### src/rtl/arithmetic_unit.sv
// arithmetic_unit: registered add/subtract with carry/borrow,
// signed overflow and zero flags, one cycle of latency.
module arithmetic_unit #(
    parameter int WIDTH = 4
) (
    input  logic             clk,
    input  logic             reset,
    input  logic [WIDTH-1:0] operand1,
    input  logic [WIDTH-1:0] operand2,
    input  logic             operation,
    output logic [WIDTH-1:0] result,
    output logic             carry,
    output logic             overflow,
    output logic             zero,
    output logic             out_valid
);

    localparam int MSB = WIDTH - 1;

    logic [WIDTH-1:0] addend;
    logic             cin;
    logic [WIDTH:0]   sum;
    logic [WIDTH-1:0] result_nxt;
    logic             carry_nxt;
    logic             overflow_nxt;
    logic             zero_nxt;
    logic             a_msb;
    logic             b_msb;
    logic             r_msb;

    // Shared adder: subtraction feeds ~operand2 with a carry-in of 1.
    always_comb begin
        addend = operand2;
        cin    = 1'b0;
        unique case (1'b1)
            operation: begin
                addend = operand2;
                cin    = 1'b0;
            end
            !operation: begin
                addend = ~operand2;
                cin    = 1'b1;
            end
        endcase
        sum = {1'b0, operand1}
            + {1'b0, addend}
            + {{WIDTH{1'b0}}, cin};
        result_nxt = sum[MSB:0];
    end

    // Flags from the next result so they register alongside it.
    always_comb begin
        a_msb        = operand1[MSB];
        b_msb        = operand2[MSB];
        r_msb        = result_nxt[MSB];
        carry_nxt    = sum[WIDTH];
        overflow_nxt = 1'b0;
        unique case (1'b1)
            operation: begin
                carry_nxt    = sum[WIDTH];
                overflow_nxt = (a_msb == b_msb)
                             && (r_msb != a_msb);
            end
            !operation: begin
                carry_nxt    = ~sum[WIDTH];
                overflow_nxt = (a_msb != b_msb)
                             && (r_msb != a_msb);
            end
        endcase
        zero_nxt = (result_nxt == '0);
    end

    // Output registers; reset clears at once and discards in-flight work.
    always_ff @(posedge clk or posedge reset) begin
        if (reset) begin
            result    <= '0;
            carry     <= 1'b0;
            overflow  <= 1'b0;
            zero      <= 1'b1;
            out_valid <= 1'b0;
        end else begin
            result    <= result_nxt;
            carry     <= carry_nxt;
            overflow  <= overflow_nxt;
            zero      <= zero_nxt;
            out_valid <= 1'b1;
        end
    end

endmodule

### config.mk
export PLATFORM = sky130hd
export DESIGN_NAME = arithmetic_unit
export DESIGN_NICKNAME = d
export VERILOG_FILES = /design/src/rtl/arithmetic_unit.sv
export SDC_FILE = /design/constraint.sdc
export NUM_CORES = 1
export LEC_CHECK = 0
export BUFFER_PORTS_ARGS = -buffer_cell sky130_fd_sc_hd__buf_4
export CAP_MARGIN = 15
export CELL_PAD_IN_SITES_DETAIL_PLACEMENT = 1
export CELL_PAD_IN_SITES_GLOBAL_PLACEMENT = 1
export CORE_MARGIN = 5
export CORE_UTILIZATION = 23
export DETAILED_ROUTE_END_ITERATION = 6
export GPL_TIMING_DRIVEN = 0
export PLACE_DENSITY_LB_ADDON = 0.3
export SETUP_SLACK_MARGIN = 0.05
export SLEW_MARGIN = 25
export SYNTH_ARGS = -nofsm -noshare
export SYNTH_HDL_FRONTEND = slang
export SYNTH_SLANG_ARGS = --single-unit
### constraint.sdc
create_clock -name clk -period 0.8 [get_ports clk]
set_input_delay 0.04 -clock clk [delete_from_list [all_inputs] [get_ports clk]]
set_output_delay 0.04 -clock clk [all_outputs]
set_load 0.01 [all_outputs]
==> run metrics <==
synth-to-layout area growth 92.1%; Vias 369; Hold Startpoint operand1[0]; first-pass GRT wire length 1540 um; final setup TNS -1760 ps; CP required 960 ps; Sw Share 30.4%; Critical Path Start operand2[0]; post-route setup slack -404 ps; I/O pins 19; storage element area 201 um2; CTS max path bufs 2; f_max 831 MHz; clock group share of total power 20.7%; # DRC 0; top sig layer met4; dpl hpwl 675 um; GRT Util Overall 7.75%; dominant cell type by area after synthesis dfrtp_1; Combinational Power Share 46.2%; CTS buffer count 3; fillers 220; RSZ-0062 raised after global routing true; remaining global-route overflow 0; Internal Pwr Total 1.09 mW; area of the multi-input gates 350 um2; max-slew violation count 0; min-delay worst type in2reg; CTS root buffer clkbuf_4; via count of the first global-routing pass 379; total length of routed met3 wires 90 um; clk slew on worst S/H paths 50 ps; Seq pwr share 33.1%; Cell Rows 16; Worst VDD drop 0.588 mV; period utilisation layout 150%; port bufs 17; netlist area before placement 460 um2; Vias/cell 3.93; gpl congestion 0.708; Post-synth EDFFs 0; antenna-violating nets left 0; Primary FF master, synth dfrtp_1; Synth async-reset ratio 100%; routed len/inst 10.9 um; Core Box Area 1940 um2; CP Capture Type flip-flop; startpoint types primary input; Yosys cell types 21; Die Area 3000 um2; Static Leak 0.405 nW; TritonCTS sink count 8; top cells by count, synth dfrtp_1 (7), inv_1 (4), xnor2_1 (4), ha_1 (3); cell with the most instances after synthesis dfrtp_1; count of nets after finishing 83; Mapped Nets 53; share of cells above drive strength 1 67.2%; Routed WL 1020 um; Die Y 54.7 um; Worst EP arrival 1360 ps; Final min period 1200 ps; total iterations of the first detailed-routing run 3; Cells after Synth 38; Setup Viol. Count Final 7; CP Max Fanout 3; number of DRC markers in iteration 0 1; initial antenna violation count 0; Area contributors post-synth dfrtp_1 (38%), ha_1 (8.2%), xnor2_1 (7.6%); Seq/Total Area, Yosys 43.8%; die width 54.7 um; met2 WL 590 um; kind of critical path in2reg; synthesized area per cell 12.1 um2; largest net degree at the start of global routing 9; Routed met1 length 311 um; Psw 0.478 mW; status finished, violations left; Final Hold Viols 0; starting density of the core 23.7%; Synth top area share 38.0%; maxcap violations 0; # diodes 0; Synth Register Bits 8; dpl ws -715 ps; failing checks negative setup slack; PwrDens 1770 nW/um2; yosys warns 0; H-tree depth 1; CTS tree done
-- per-layer routing --
layer	vias to the layer above	track usage, %
met2	18	13.8
met3	3	1.63
li1	176	-
met5	-	0
met4	0	7.47
met1	172	7.12
-- through the flow --
step                power, mW  instances  util [%]  hold slack (ps)  area (um2)
floorplan               0.799         38         -             -145         490
global placement        0.993         82      33.6            -7.97         652
detailed placement      0.996         82      33.6            -6.09         652
CTS                      1.47         92      41.0            -13.5         797
global route             1.67         94      45.6             28.7         885
finish                   1.57         94      45.6             38.0         885
-- registers in the layout, summed over array words and instances (netlist names) --
signal	cells
result	4
carry	1
out_valid	1
overflow	1
zero	1
-- cells by family after synthesis --
family,share of synthesized area [%]
other cells,0.814
simple gates,10.9
xor+xnor,14.9
compound gates,8.42
buf+inv,6.52
fa+ha+maj,12.5
mux,2.17
flops,43.8
-- worst max-delay path: stages --
cell and delay [ps]:
buf_8 100, and2b_4 150, or2_1 220, fa_2 530, inv_2 50, nor4_4 270
-- cells in the final DEF, fill, tap and decap left out, drive strengths merged --
| cell | Yosys | routed |
|---|---|---|
| conb | 1 | 1 |
| a21o | 1 | 1 |
| fa | 1 | 1 |
| or2 | 2 | 2 |
| nor2b | 1 | 1 |
| dlygate4sd3 | 0 | 2 |
| buf | 1 | 24 |
| dfstp | 1 | 1 |
| ha | 3 | 3 |
| mux2i | 1 | 1 |
| and2b | 1 | 1 |
| dfrtp | 7 | 7 |
| xor2 | 3 | 3 |
| xnor2 | 4 | 4 |
| inv | 5 | 5 |
| a21oi | 2 | 2 |
| nor4 | 1 | 1 |
| clkbuf | 0 | 4 |
| o31ai | 1 | 1 |
| nand2 | 2 | 2 |
-- what timing repair did --
| item | 4_1_cts | 5_1_grt |
|---|---|---|
| pin swaps | 8 | 6 |
| setup buffers | 4 | 2 |
| endpoints found under the hold margin | 10 | 0 |
| hold buffers | 2 | 0 |
| resized for setup | 17 | 8 |
| endpoints found under the setup margin | 14 | 14 |
-- path summary, 6_finish.rpt --
| check | end | slack (ps) | depth (start not counted) |
|---|---|---|---|
| max in group asynchronous | zero | 230 | 3 |
| min | result[0] | 40 | 2 |
| max | zero | -400 | 6 |
| min in group asynchronous | carry | 290 | 3 |
-- power groups by stage --
| stage | logic [mW] | clock network (mW) | registers, mW |
|---|---|---|---|
| after global routing | 0.778 | 0.362 | 0.532 |
| after global placement | 0.482 | 0 | 0.511 |
| after floorplan | 0.244 | 0 | 0.555 |
| final | 0.724 | 0.325 | 0.520 |
| after detailed placement | 0.486 | 0 | 0.510 |
| after CTS | 0.613 | 0.341 | 0.519 |
-- final cells by class --
cell class	count	area share (%)
Inverter	5	2.12
Sequential cell	8	22.8
Tap cell	27	3.82
Buffer	1	2.26
Timing Repair Buffer	25	26.4
Clock buffer	4	2.97
Multi-Input combinational cell	24	39.6
Power figures use the tool's default switching activity.
